`src/rtl/imm_gen_pipe.sv`:
```
// rtl/imm_gen_pipe.sv - registered RV32I/RV64I immediate generator with 2-entry skid buffer
// Optional macro IMM_ZICSR_EN: SYSTEM CSR*I instructions report fmt Z with the zero-extended uimm.
module imm_gen_pipe #(
  parameter int XLEN  = 32,
  parameter int TAG_W = 4
) (
  input  logic             clk,
  input  logic             rst_n,
  input  logic             in_valid,
  output logic             in_ready,
  input  logic [31:0]      in_instr,
  input  logic [TAG_W-1:0] in_tag,
  output logic             out_valid,
  input  logic             out_ready,
  output logic [XLEN-1:0]  out_imm,
  output logic [2:0]       out_fmt,
  output logic             out_illegal,
  output logic [TAG_W-1:0] out_tag
);

  typedef enum logic [2:0] {
    FMT_NONE = 3'd0,
    FMT_I    = 3'd1,
    FMT_S    = 3'd2,
    FMT_B    = 3'd3,
    FMT_U    = 3'd4,
    FMT_J    = 3'd5,
    FMT_Z    = 3'd6
  } fmt_e;

  logic [31:0]      dec_imm32;
  fmt_e             dec_fmt;
  logic             dec_illegal;
  logic [XLEN-1:0]  dec_imm;

  always_comb begin
    dec_imm32   = 32'd0;
    dec_fmt     = FMT_NONE;
    dec_illegal = 1'b0;
    case (in_instr[6:0])
      7'b0010011, 7'b0000011, 7'b1100111: begin
        dec_fmt   = FMT_I;
        dec_imm32 = {{20{in_instr[31]}}, in_instr[31:20]};
      end
      7'b1110011: begin
`ifdef IMM_ZICSR_EN
        if (in_instr[14]) begin
          dec_fmt   = FMT_Z;
          dec_imm32 = {27'd0, in_instr[19:15]};
        end else begin
          dec_fmt   = FMT_I;
          dec_imm32 = {{20{in_instr[31]}}, in_instr[31:20]};
        end
`else
        dec_fmt   = FMT_I;
        dec_imm32 = {{20{in_instr[31]}}, in_instr[31:20]};
`endif
      end
      7'b0011011: begin
        if (XLEN == 64) begin
          dec_fmt   = FMT_I;
          dec_imm32 = {{20{in_instr[31]}}, in_instr[31:20]};
        end else begin
          dec_illegal = 1'b1;
        end
      end
      7'b0100011: begin
        dec_fmt   = FMT_S;
        dec_imm32 = {{20{in_instr[31]}}, in_instr[31:25], in_instr[11:7]};
      end
      7'b1100011: begin
        dec_fmt   = FMT_B;
        dec_imm32 = {{20{in_instr[31]}}, in_instr[7], in_instr[30:25], in_instr[11:8], 1'b0};
      end
      7'b1101111: begin
        dec_fmt   = FMT_J;
        dec_imm32 = {{12{in_instr[31]}}, in_instr[19:12], in_instr[20], in_instr[30:21], 1'b0};
      end
      7'b0110111, 7'b0010111: begin
        dec_fmt   = FMT_U;
        dec_imm32 = {in_instr[31:12], 12'd0};
      end
      default: dec_illegal = 1'b1;
    endcase
  end

  // The Z immediate has bit 31 clear, so one sign extension covers every format.
  assign dec_imm = XLEN'($signed(dec_imm32));

  logic             skid_valid;
  logic [XLEN-1:0]  skid_imm;
  logic [2:0]       skid_fmt;
  logic             skid_illegal;
  logic [TAG_W-1:0] skid_tag;

  logic accept;
  logic load_out;
  logic to_skid;
  logic skid_valid_next;

  assign accept   = in_valid & in_ready;
  assign load_out = ~out_valid | out_ready;
  assign to_skid  = accept & ~load_out;

  always_comb begin
    skid_valid_next = skid_valid;
    if (load_out)
      skid_valid_next = 1'b0;
    else if (to_skid)
      skid_valid_next = 1'b1;
  end

  always_ff @(posedge clk or negedge rst_n) begin
    if (!rst_n) begin
      in_ready     <= 1'b0;
      out_valid    <= 1'b0;
      out_imm      <= '0;
      out_fmt      <= 3'd0;
      out_illegal  <= 1'b0;
      out_tag      <= '0;
      skid_valid   <= 1'b0;
      skid_imm     <= '0;
      skid_fmt     <= 3'd0;
      skid_illegal <= 1'b0;
      skid_tag     <= '0;
    end else begin
      in_ready   <= ~skid_valid_next;
      skid_valid <= skid_valid_next;
      if (load_out) begin
        out_valid <= skid_valid | accept;
        // in_ready is low whenever skid holds data, so skid and accept never compete.
        if (skid_valid) begin
          out_imm     <= skid_imm;
          out_fmt     <= skid_fmt;
          out_illegal <= skid_illegal;
          out_tag     <= skid_tag;
        end else if (accept) begin
          out_imm     <= dec_imm;
          out_fmt     <= dec_fmt;
          out_illegal <= dec_illegal;
          out_tag     <= in_tag;
        end
      end
      if (to_skid) begin
        skid_imm     <= dec_imm;
        skid_fmt     <= dec_fmt;
        skid_illegal <= dec_illegal;
        skid_tag     <= in_tag;
      end
    end
  end

endmodule

```
`config.mk`:
```
export PLATFORM = sky130hd
export DESIGN_NAME = imm_gen_pipe
export DESIGN_NICKNAME = d
export VERILOG_FILES = /design/src/rtl/imm_gen_pipe.sv
export SDC_FILE = /design/constraint.sdc
export NUM_CORES = 1
export LEC_CHECK = 0
export BUFFER_PORTS_ARGS = -buffer_cell sky130_fd_sc_hd__buf_2
export CAP_MARGIN = 20
export CORE_UTILIZATION = 40
export DETAILED_ROUTE_END_ITERATION = 16
export PLACE_DENSITY_LB_ADDON = 0.25
export SYNTH_ARGS = -nofsm -noshare
export SYNTH_HDL_FRONTEND = slang
export SYNTH_SLANG_ARGS = --single-unit
```
`constraint.sdc`:
```
create_clock -name clk -period 2.01 [get_ports clk]
set_clock_uncertainty 0.1 [all_clocks]
set_input_delay 0.3015 -clock clk [delete_from_list [all_inputs] [get_ports clk]]
set_output_delay 0.3015 -clock clk [all_outputs]
set_load 0.01 [all_outputs]
```
# Word-level counts from Yosys, hierarchy flattened
# Cells that the tools add are included.
dict set report classes {
  add_sub_neg 0
  mul 0
  n_div 0
  magnitude_cmp 0
  eq_ne 9
  n_shift 0
  n_mux 13
  bitwise 7
  reduce_logical 5
}
# operator count
set ops {}
lappend ops {{$pmux 32 s5} 1}
lappend ops {{$mux 32} 2}
lappend ops {{$eq 7x7->1 const B} 4}
lappend ops {{$pmux 3 s5} 1}
lappend ops {{$eq 7x5->1 const B} 2}
lappend ops {{$eq 7x6->1 const B} 2}
lappend ops {{$reduce_or 9->1} 1}
lappend ops {{$mux 4} 2}
lappend ops {{$eq 7x2->1 const B} 1}
lappend ops {{$mux 3} 2}
lappend ops {{$mux 1} 5}
lappend ops {{$reduce_or 4->1} 1}
lappend ops {{$not 1->1} 3}
lappend ops {{$and 1x1->1} 2}
lappend ops {{$or 1x1->1} 2}
lappend ops {{$reduce_and 2->1} 1}
lappend ops {{$reduce_bool 2->1} 1}
lappend ops {{$reduce_or 2->1} 1}
dict set report totals {
  reg_bits 83
  latchBits 0
  mem_bits_rw 0
  romBits 0
  inputBits 40
  word_cells 45
  memories 0
}

# Logic depth before layout (Yosys ltp)
# Gate-level depths: netlist (run 1).
dict set report depth {
  ltp_word 7
  mapped_depth 6
  mapped_depth_nobuf 4
}

# Worst setup path before layout (run 1)
# No wires, ideal clock.
dict set report synth_path {
  path_kind {register to register}
  startpoint {register out_valid}
  endpoint {register out_imm[10]}
  setup_ns 0.126
  arrival_ns 1.488
  required_time_ns 1.784
  slack_ns 0.297
  stages_incl_launch_ff 6
  n_path_buf 1
  cell_sequence {dfrtp_1 nor2b_1 or3_1 buf_2 and2b_2 a221o_1}
}
dict set report synth_via {
  elab_chain_cells 3
}
# element line_no
set synth_lines {}
lappend synth_lines {{start, declared} 13} ;# output logic out_valid,
lappend synth_lines {{start signal, assigned} 130} ;# out_valid <= skid_valid | accept;
lappend synth_lines {{$not 1->1} 102} ;# assign load_out = ~out_valid | out_ready;
lappend synth_lines {{$or 1x1->1} 102}
lappend synth_lines {{$reduce_and 2->1 (no source line)} n/a}
lappend synth_lines {{end signal, assigned} 133} ;# out_imm <= skid_imm;
lappend synth_lines {{end signal, assigned} 138} ;# out_imm <= dec_imm;
lappend synth_lines {{end, declared} 15} ;# output logic [XLEN-1:0] out_imm,
# No other way between the ends.
# A chain may end at the register's enable or synchronous reset.

# Final worst setup path (run 1)
dict set report layout_path {
  startpoint {register out_valid}
  endpoint {register skid_imm[26]}
}
dict set report layout_via {
  elab_chain_cells 4
}
# element line_no
set layout_lines {}
lappend layout_lines {{$not 1->1} 102}
lappend layout_lines {{$or 1x1->1} 102}
lappend layout_lines {{$not 1->1} 103} ;# assign to_skid = accept & ~load_out;
lappend layout_lines {{$and 1x1->1} 103}
lappend layout_lines {{end signal, assigned} 145} ;# skid_imm <= dec_imm;
lappend layout_lines {{end, declared} 91} ;# logic [XLEN-1:0] skid_imm;
# No other way between the ends.

==> results.rst, run 1 <==
.. list-table::
   :header-rows: 1

   * - Metric
     - Value
   * - Outcome
     - complete, no violations
   * - CTS Buf Count
     - 9
   * - Sum Neg Setup Slack
     - 0 ns
   * - Sum of net half-perimeters after detailed placement
     - 6.72 mm
   * - Clock-pin transition on the worst setup and hold timing paths
     - 0.08 ns
   * - Critical-path cell with the highest stage delay
     - sky130_fd_sc_hd__a21oi_2
   * - Clock tree root buffer cell
     - sky130_fd_sc_hd__clkbuf_8
   * - Critical path startpoint
     - out_valid$_DFFE_PN0N_
   * - Setup repair after global routing missed its margin
     - no
   * - Final routed DRC violation total
     - 0
   * - Endpoint arrival time on the critical path
     - 1.90 ns
   * - HP Start
     - in_tag[1]
   * - Final weighted congestion in routability-driven placement
     - 0.807
   * - Adder-Cell Fraction of Synth Area
     - 0%
   * - Clock tree from TritonCTS
     - done
   * - Area enclosed by the die boundary
     - 10100 um^2
   * - CP max FO
     - 11
   * - Distinct cell type count after synthesis
     - 49
   * - Number of DRC violations after detailed-routing iteration 0
     - 141
   * - Longest Clk Path Bufs
     - 2
   * - Post-route clock period utilization
     - 89.6%
   * - Proportion of synthesized chip area in sequential cells
     - 53.4%
   * - Total number of yosys warnings
     - 0
   * - I/O pins
     - 82
   * - Post-synthesis cell count
     - 395
   * - Vias in the first global route
     - 3164
   * - Non-filler cells, final
     - 611
   * - Mean routed wirelength per cell
     - 16.4 um
   * - Final setup violation count
     - 0
   * - Hold Worst Slack
     - 0.0559 ns
   * - Final WL
     - 10.0 mm
   * - Maximum number of pins on one net before global-route repair
     - 84
   * - Basic-gate share of the synthesized area counting and, or, nand and nor cells
     - 18.5%
   * - R2R Setup Slk
     - 0.21 ns
   * - Area added between synthesis and finish
     - 21.3%
   * - Number of buffer cells added on primary ports
     - 81
   * - Static leakage
     - 2.18 nW
   * - Synthesis-stage register bit count
     - 83
   * - Predominant post-synthesis flop cell
     - sky130_fd_sc_hd__dfrtp_1
   * - Fill cell count
     - 883
   * - Total power per unit cell area
     - 958 nW/um^2
   * - Final core area utilization
     - 50.6%
   * - Diodes inserted
     - 0
   * - Total overflow reported by the global router
     - 0
   * - Final count of hold timing violations
     - 0
   * - Initial Utilization
     - 41.7%
   * - Number of nets in the synthesized netlist
     - 435
   * - Antenna violations before repair
     - 0
   * - Maximum VDD drop
     - 0.432 mV
   * - Vias
     - 3296
   * - Insertion delay of the later-clocked pin in the worst-skew pair
     - 0.34 ns
   * - # clock sinks
     - 83
   * - Wire length of the first global-routing pass
     - 16.3 mm
   * - Count of standard-cell rows
     - 35
   * - DIE HEIGHT
     - 101 um
   * - Max_slew headroom
     - 61.3%
   * - Router iterations before antenna repair
     - 4
   * - Fraction of registers with async set/reset
     - 100%
   * - Critical path type
     - reg2reg
   * - Mean instance size in the synthesized netlist
     - 9.85 um^2
   * - Fin nets
     - 517
   * - Area of the mapped netlist
     - 3890 um^2
   * - Fraction of layout cells with a size suffix above 1
     - 27.6%
   * - Max-cap violations
     - 0
   * - Detailed-route vias per instance
     - 5.39
   * - Postcts setup bufs
     - 0
   * - Worst setup slack after placement
     - 0.0735 ns
   * - Actual transition at the worst max-transition pin
     - 0.580 ns
   * - Kind of capture point of the worst setup path
     - flop
   * - FF-to-FF Start
     - out_valid$_DFFE_PN0N_
   * - Shortest period the worst path allows
     - 1.80 ns
   * - Post-Synth XOR/XNOR Area
     - 0%
   * - CP required
     - 2.11 ns
   * - CP Cell Sequence
     - nor2b_1 > nand3_1 > a21oi_2 > a21oi_1
   * - Pins Over Slew Limit
     - 0
   * - Count of flip-flops with a built-in enable after synthesis
     - 0
   * - Multiplexer fraction of the synthesized cell area
     - 1.58%
   * - Compound-cell area share of the yosys netlist
     - 22.6%
   * - Max H-tree Level
     - 3
   * - Global-route usage over all layers
     - 20.8%
   * - Number of nets with antenna violations after detailed routing
     - 0
   * - Achievable Freq
     - 0.555 GHz
   * - Area of the core
     - 9330 um^2
   * - Width of the chip
     - 101 um
   * - Worst stage delay on the critical path
     - 0.52 ns
   * - Combinational family with the most area after synthesis
     - compound AO/OA/AOI/OAI gates
   * - Path type of the worst min-delay path
     - in2reg
   * - DP Cell Count
     - 594
   * - Launching element type of the critical path
     - flop
   * - Final Worst Setup Slack
     - 0.210 ns
-- synth_stat cells, types with 5 or more instances --
library cell,n,area share [%]
sky130_fd_sc_hd__a22o_1,7,1.6
sky130_fd_sc_hd__a31oi_1,6,0.96
sky130_fd_sc_hd__dfrtp_1,83,53
sky130_fd_sc_hd__o21ai_1,13,1.7
sky130_fd_sc_hd__or3_1,20,3.2
sky130_fd_sc_hd__a221o_1,6,1.5
sky130_fd_sc_hd__mux2i_1,5,1.3
sky130_fd_sc_hd__a21oi_2,13,2.9
sky130_fd_sc_hd__o21ai_0,39,5.0
sky130_fd_sc_hd__buf_2,7,0.90
sky130_fd_sc_hd__nor2_1,23,2.2
sky130_fd_sc_hd__and3_1,18,2.9
sky130_fd_sc_hd__a21oi_1,39,5.0
sky130_fd_sc_hd__nand2_1,48,4.6
sky130_fd_sc_hd__clkbuf_1,16,1.5
-- worst max-delay path: cells and delay by family, from the launching register on --
kind	cells	cell delay, ns
flops	1	0.36
simple gates	2	0.51
compound gates	2	0.67
-- through the flow --
stage                     cell area, um^2  total power [mW]
after floorplan                      3890              2.78
after global placement               4500              3.24
after detailed placement             4500              3.27
after CTS                            4720              4.57
after global routing                 4720              4.79
final                                4720              4.52
-- area by class of cell --
cell class | instances | area [um^2] | area share (%)
flip-flops and latches | 83 | 2080 | 44.0
multi-input cells | 279 | 1670 | 35.3
repair buffers | 100 | 591 | 12.5
well taps | 129 | 161 | 3.42
clock buffers | 12 | 135 | 2.86
clock inverters | 4 | 75.1 | 1.59
inverters | 4 | 15.0 | 0.318
-- registers in the layout, summed over array words and instances, names as in the netlist --
| signal | count |
|---|---|
| out_fmt | 3 |
| skid_illegal | 1 |
| skid_tag | 4 |
| in_ready | 1 |
| out_tag | 4 |
| skid_imm | 32 |
| skid_fmt | 3 |
| out_valid | 1 |
| skid_valid | 1 |
| out_illegal | 1 |
| out_imm | 32 |
-- worst paths after layout --
path / depth (start not counted) / to
setup / recovery: 4 / skid_imm[26]$_DFFE_PN0P_
hold / removal: 3 / skid_tag[1]$_DFFE_PN0P_
setup reg to reg: 4 / skid_imm[26]$_DFFE_PN0P_
hold reg to reg: 2 / skid_illegal$_DFFE_PN0P_
max in group asynchronous: 3 / skid_imm[13]$_DFFE_PN0P_
min in group asynchronous: 3 / out_imm[8]$_DFFE_PN0P_
-- timing repair --
action	4_1_cts	5_1_grt
gates resized for setup	0	1
setup endpoints to repair	0	8
hold endpoints to repair	83	0
hold buffers	1	0
-- layer usage --
| layer | share of wire (%) | vias to the layer above | wire length (um) | global-route usage (%) |
|---|---|---|---|---|
| met5 | 0 | - | 0 | 0 |
| li1 | - | 1583 | - | - |
| met2 | 47 | 108 | 4720 | 34.1 |
| met1 | 47 | 1601 | 4660 | 28.1 |
| met4 | 0.40 | 0 | 40 | 4.68 |
| met3 | 5.9 | 4 | 591 | 4.72 |
-- kinds of logic after synthesis --
kind of cell | count (synthesis)
compound gates | 138
simple gates | 135
flops | 83
buf+inv | 33
mux | 6
-- layout by cell type (no fill, tap or decap), types with 2 or more instances in the layout --
cell / instances
sky130_fd_sc_hd__a21oi_1: 39
sky130_fd_sc_hd__a21oi_2: 13
sky130_fd_sc_hd__a221o_1: 6
sky130_fd_sc_hd__a22o_1: 7
sky130_fd_sc_hd__a31oi_1: 5
sky130_fd_sc_hd__a31oi_2: 2
sky130_fd_sc_hd__a32o_1: 4
sky130_fd_sc_hd__and2_1: 3
sky130_fd_sc_hd__and3_1: 18
sky130_fd_sc_hd__buf_12: 3
sky130_fd_sc_hd__buf_2: 80
sky130_fd_sc_hd__buf_4: 16
sky130_fd_sc_hd__bufinv_16: 2
sky130_fd_sc_hd__clkbuf_1: 3
sky130_fd_sc_hd__clkbuf_8: 9
sky130_fd_sc_hd__clkinvlp_4: 2
sky130_fd_sc_hd__dfrtp_1: 83
sky130_fd_sc_hd__inv_1: 4
sky130_fd_sc_hd__mux2i_1: 5
sky130_fd_sc_hd__nand2_1: 48
sky130_fd_sc_hd__nand2b_1: 3
sky130_fd_sc_hd__nand3_1: 2
sky130_fd_sc_hd__nand4b_1: 2
sky130_fd_sc_hd__nor2_1: 23
sky130_fd_sc_hd__nor2b_1: 3
sky130_fd_sc_hd__nor3_1: 2
sky130_fd_sc_hd__o21ai_0: 39
sky130_fd_sc_hd__o21ai_1: 13
sky130_fd_sc_hd__o31ai_1: 2
sky130_fd_sc_hd__or3_1: 20
-- power by group --
group | internal [mW] | switching [mW] | total (mW)
combinational | 0.446 | 0.616 | 1.06
sequential | 2.00 | 0.174 | 2.17
clock | 0.702 | 0.587 | 1.29
total | 3.15 | 1.38 | 4.52
Power figures use the tool's default switching activity.
==> run 2: changes to the inputs <==
--- a/config.mk
+++ b/config.mk
@@ -5,6 +5,7 @@
 export SDC_FILE = /design/constraint.sdc
 export NUM_CORES = 1
 export LEC_CHECK = 0
+export ABC_AREA = 1
 export BUFFER_PORTS_ARGS = -buffer_cell sky130_fd_sc_hd__buf_2
 export CAP_MARGIN = 20
 export CORE_UTILIZATION = 40
==> run 2 against run 1 <==
Via count grew 15%. Critical path type unchanged. First-iteration DRC count grew 52%. Die area grew 5.6%. Setup slack gained 0.25 ns. Clock power shrank 14%. Area after synthesis grew 5.7%. Synthesized cell count grew 38%. Critical endpoint is now out_imm[11]$_DFFE_PN0P_. Sequential power is essentially flat. Global-route usage is essentially flat. Worst hold slack gained 0.0056 ns. Fmax grew 16%.
==> results.rst, run 2 <==
.. list-table::
   :header-rows: 1

   * - Metric
     - Value
   * - Endpoint arrival time on the critical path
     - 1.70 ns (-0.20 ns)
   * - Path type of the worst min-delay path
     - in2reg
   * - Number of nets with antenna violations after detailed routing
     - 0 (unchanged)
   * - Cell types occupying the most area after synthesis
     - sky130_fd_sc_hd__dfrtp_1 (50%), sky130_fd_sc_hd__nand2_1 (17%), sky130_fd_sc_hd__nor2_1 (6.4%)
   * - CP required
     - 2.16 ns (+0.05 ns)
   * - Mean routed wirelength per cell
     - 13.6 um (-17%)
   * - Vias
     - 3785 (+15%)
   * - Postcts setup bufs
     - 0 (unchanged)
   * - Vias in the first global route
     - 3337 (+5.5%)
   * - Pins Over Slew Limit
     - 0 (unchanged)
   * - Count of standard-cell rows
     - 36 (+2.9%)
   * - Most frequent standard cell in the layout excluding fill and tap cells
     - sky130_fd_sc_hd__nand2_1
   * - Kind of capture point of the worst setup path
     - flop
   * - Clock tree root buffer cell
     - sky130_fd_sc_hd__clkbuf_8
   * - Most used cells in the layout excluding fill and tap cells
     - sky130_fd_sc_hd__nand2_1 (186), sky130_fd_sc_hd__dfrtp_1 (83), sky130_fd_sc_hd__buf_2 (80)
   * - Initial Utilization
     - 41.7% (about the same)
   * - Clock tree from TritonCTS
     - done
   * - Diodes inserted
     - 0 (unchanged)
   * - Area of the core
     - 9860 um^2 (+5.8%)
   * - Number of DRC violations after detailed-routing iteration 0
     - 214 (+52%)
   * - Detailed-route vias per instance
     - 5.02 (-6.9%)
   * - CP max FO
     - 28 (+17)
   * - Dominant cell by count in the synthesized netlist
     - sky130_fd_sc_hd__nand2_1
   * - Sum Neg Setup Slack
     - 0 ns (unchanged)
   * - Shortest period the worst path allows
     - 1.55 ns (-0.250 ns)
   * - Width of the chip
     - 103 um (+2.8%)
   * - Final weighted congestion in routability-driven placement
     - 0.901 (+12%)
   * - DIE HEIGHT
     - 103 um (+2.8%)
   * - Distinct cell type count after synthesis
     - 21 (-57%)
   * - Resized cells post-CTS
     - 0 (unchanged)
   * - Proportion of synthesized chip area in sequential cells
     - 50.5% (-2.9 points)
   * - I/O pins
     - 82 (unchanged)
   * - Worst setup slack after placement
     - 0.178 ns (+0.105 ns)
   * - Insertion delay of the later-clocked pin in the worst-skew pair
     - 0.36 ns (+0.02 ns)
   * - # clock sinks
     - 83 (unchanged)
   * - Comb power frac
     - 25.0% (+1.5 points)
   * - Router iterations before antenna repair
     - 5 (+1)
   * - Maximum VDD drop
     - 0.328 mV (-24%)
   * - Top cell types by occurrence after synthesis
     - sky130_fd_sc_hd__nand2_1 (187), sky130_fd_sc_hd__dfrtp_1 (83), sky130_fd_sc_hd__nor2_1 (70)
   * - Final routed DRC violation total
     - 0 (unchanged)
   * - Setup repair after global routing missed its margin
     - no
   * - Hold Buf Count CTS
     - 1 (unchanged)
   * - Area enclosed by the die boundary
     - 10700 um^2 (+5.6%)
   * - Hold Worst Slack
     - 0.0616 ns (+0.00563 ns)
   * - Maximum number of pins on one net before global-route repair
     - 84 (unchanged)
   * - Number of nets in the synthesized netlist
     - 586 (+35%)
   * - Final setup violation count
     - 0 (unchanged)
   * - Fraction of layout cells with a size suffix above 1
     - 20.8% (-6.8 points)
   * - Internal Pwr Total
     - 2.93 mW (-6.8%)
   * - Count of flip-flops with a built-in enable after synthesis
     - 0 (unchanged)
   * - FF+latch area
     - 2080 um^2 (unchanged)
   * - Area of the mapped netlist
     - 4120 um^2 (+5.7%)
   * - Largest registers ranked by flip-flop count
     - out_imm (32), skid_imm (32)
   * - Clock-pin transition on the worst setup and hold timing paths
     - 0.08 ns (about the same)
   * - Area added between synthesis and finish
     - 16.7%
   * - Static leakage
     - 2.67 nW (+23%)
   * - Antenna violations before repair
     - 0 (unchanged)
   * - Final Worst Setup Slack
     - 0.460 ns (+0.250 ns)
   * - Wire length of the first global-routing pass
     - 16.8 mm (+2.7%)
   * - Post-synthesis cell count
     - 546 (+38%)
   * - Predominant post-synthesis flop cell
     - sky130_fd_sc_hd__dfrtp_1
   * - Synthesis-stage register bit count
     - 83 (unchanged)
   * - Global-route usage over all layers
     - 20.8% (+0.025 points)
   * - Tot Pwr
     - 4.41 mW (-2.5%)
   * - Total power per unit cell area
     - 919 nW/um^2 (-4.1%)
   * - Number of buffer cells added on primary ports
     - 81 (unchanged)
   * - Fin nets
     - 656 (+27%)
   * - Yosys top cell area share
     - 50.5% (-2.9 points)
   * - Longest Clk Path Bufs
     - 2 (unchanged)
   * - Total number of yosys warnings
     - 0 (unchanged)
   * - Outcome
     - complete, no violations
   * - Launching element type of the critical path
     - flop
   * - Critical path type
     - reg2reg
   * - Actual transition at the worst max-transition pin
     - 0.634 ns (+0.0536 ns)
   * - Area of the multi-input gates
     - 1750 um^2 (+4.8%)
   * - Fill cell count
     - 991 (+12%)
   * - Final WL
     - 10.2 mm (+2.1%)
   * - Sum of net half-perimeters after detailed placement
     - 6.95 mm (+3.4%)
   * - Max-cap violations
     - 0 (unchanged)
   * - Net switching power
     - 1.48 mW (+7.4%)
   * - Post-route clock period utilization
     - 77.1% (-12 points)
   * - Mean instance size in the synthesized netlist
     - 7.54 um^2 (-24%)
   * - Max H-tree Level
     - 3 (unchanged)
   * - Sequential power share
     - 49.8% (+1.8 points)
   * - Clock share of power
     - 25.2% (-3.3 points)
   * - Sw frac
     - 33.5% (+3.1 points)
   * - Total overflow reported by the global router
     - 0 (unchanged)
   * - Achievable Freq
     - 0.645 GHz (+16%)
   * - Fraction of registers with async set/reset
     - 100% (unchanged)
   * - Final core area utilization
     - 48.7% (-2.0 points)
   * - Final count of hold timing violations
     - 0 (unchanged)
   * - Leading area contributor after synthesis
     - sky130_fd_sc_hd__dfrtp_1
   * - Max_slew headroom
     - 57.7% (-3.6 points)
   * - CTS Buf Count
     - 9 (unchanged)
-- run 2: cell types whose count changed after synthesis, moves of 7 or more --
cell                      before  now
sky130_fd_sc_hd__a22o_1        7    0
sky130_fd_sc_hd__inv_1         4   26
sky130_fd_sc_hd__or3_1        20    0
sky130_fd_sc_hd__nand3_1       2   44
sky130_fd_sc_hd__nor2_1       23   70
sky130_fd_sc_hd__and3_1       18    0
sky130_fd_sc_hd__a21oi_2      13    0
sky130_fd_sc_hd__inv_2         0    7
sky130_fd_sc_hd__o21ai_0      39   13
sky130_fd_sc_hd__a21oi_1      39   23
sky130_fd_sc_hd__nand4_1       1   12
sky130_fd_sc_hd__nand2_1      48  187
sky130_fd_sc_hd__a31oi_1       6   19
-- run 2: routing by layer --
metal	track usage, %	routed length, um
met2	29.3	4430
met4	8.56	170
met5	0	0
met1	31.4	4950
met3	3.63	677
-- run 2: area by class of cell --
cell class | count | share of cell area, %
Sequential cell | 83 | 43.3
Clock inverter | 5 | 0.808
Clock buffer | 11 | 2.94
Inverter | 33 | 2.58
Timing Repair Buffer | 92 | 10.5
Multi-Input combinational cell | 397 | 36.4
Tap cell | 133 | 3.47
-- run 2: worst max-delay path, cell delays in order (launching register included) --
cell	delay, ns
sky130_fd_sc_hd__dfrtp_1	0.35
sky130_fd_sc_hd__inv_1	0.04
sky130_fd_sc_hd__nor2_1	0.12
sky130_fd_sc_hd__inv_1	0.11
sky130_fd_sc_hd__nand2_2	0.17
sky130_fd_sc_hd__buf_4	0.33
sky130_fd_sc_hd__nor2_1	0.07
sky130_fd_sc_hd__nand2_1	0.10
sky130_fd_sc_hd__nand2_1	0.05
-- run 2: worst paths after layout --
kind / slack (ns) / end / depth (start not counted) / startpoint
max in group asynchronous: 1.04 / out_imm[12]$_DFFE_PN0P_ / 3 / rst_n
setup / recovery: 0.46 / out_imm[11]$_DFFE_PN0P_ / 8 / out_valid$_DFFE_PN0N_
setup reg to reg: 0.46 / out_imm[11]$_DFFE_PN0P_ / 8 / out_valid$_DFFE_PN0N_
min in group asynchronous: 0.42 / out_tag[3]$_DFFE_PN0P_ / 3 / rst_n
hold reg to reg: 0.38 / skid_tag[0]$_DFFE_PN0P_ / 2 / skid_tag[0]$_DFFE_PN0P_
hold / removal: 0.06 / skid_tag[2]$_DFFE_PN0P_ / 3 / in_tag[2]
-- run 2: cells by family (layout without fill, tap and decap cells) --
group	count (synthesis)	in the layout	share of synthesized area (%)
buffers and inverters	66	141	7.21
AOI/OAI and AO/OA	69	69	8.97
and+or+nand+nor	328	328	33.4
DFF	83	83	50.5
-- run 2: metrics by stage --
stage                     instances  instance area [um^2]
final                           754                  4800
after global placement          737                  4610
after global routing            754                  4800
after CTS                       754                  4800
after floorplan                 546                  4120
after detailed placement        737                  4610
-- run 2: power groups by stage --
| stage | sequential, mW | combinational [mW] | clock (mW) |
|---|---|---|---|
| 3_3_place_gp | 2.22 | 1.09 | 0 |
| 2_1_floorplan | 2.30 | 0.602 | 0 |
| 6_report | 2.20 | 1.10 | 1.11 |
| 4_1_cts | 2.20 | 1.12 | 1.14 |
| 3_5_place_dp | 2.23 | 1.11 | 0 |
| 5_1_grt | 2.24 | 1.26 | 1.23 |
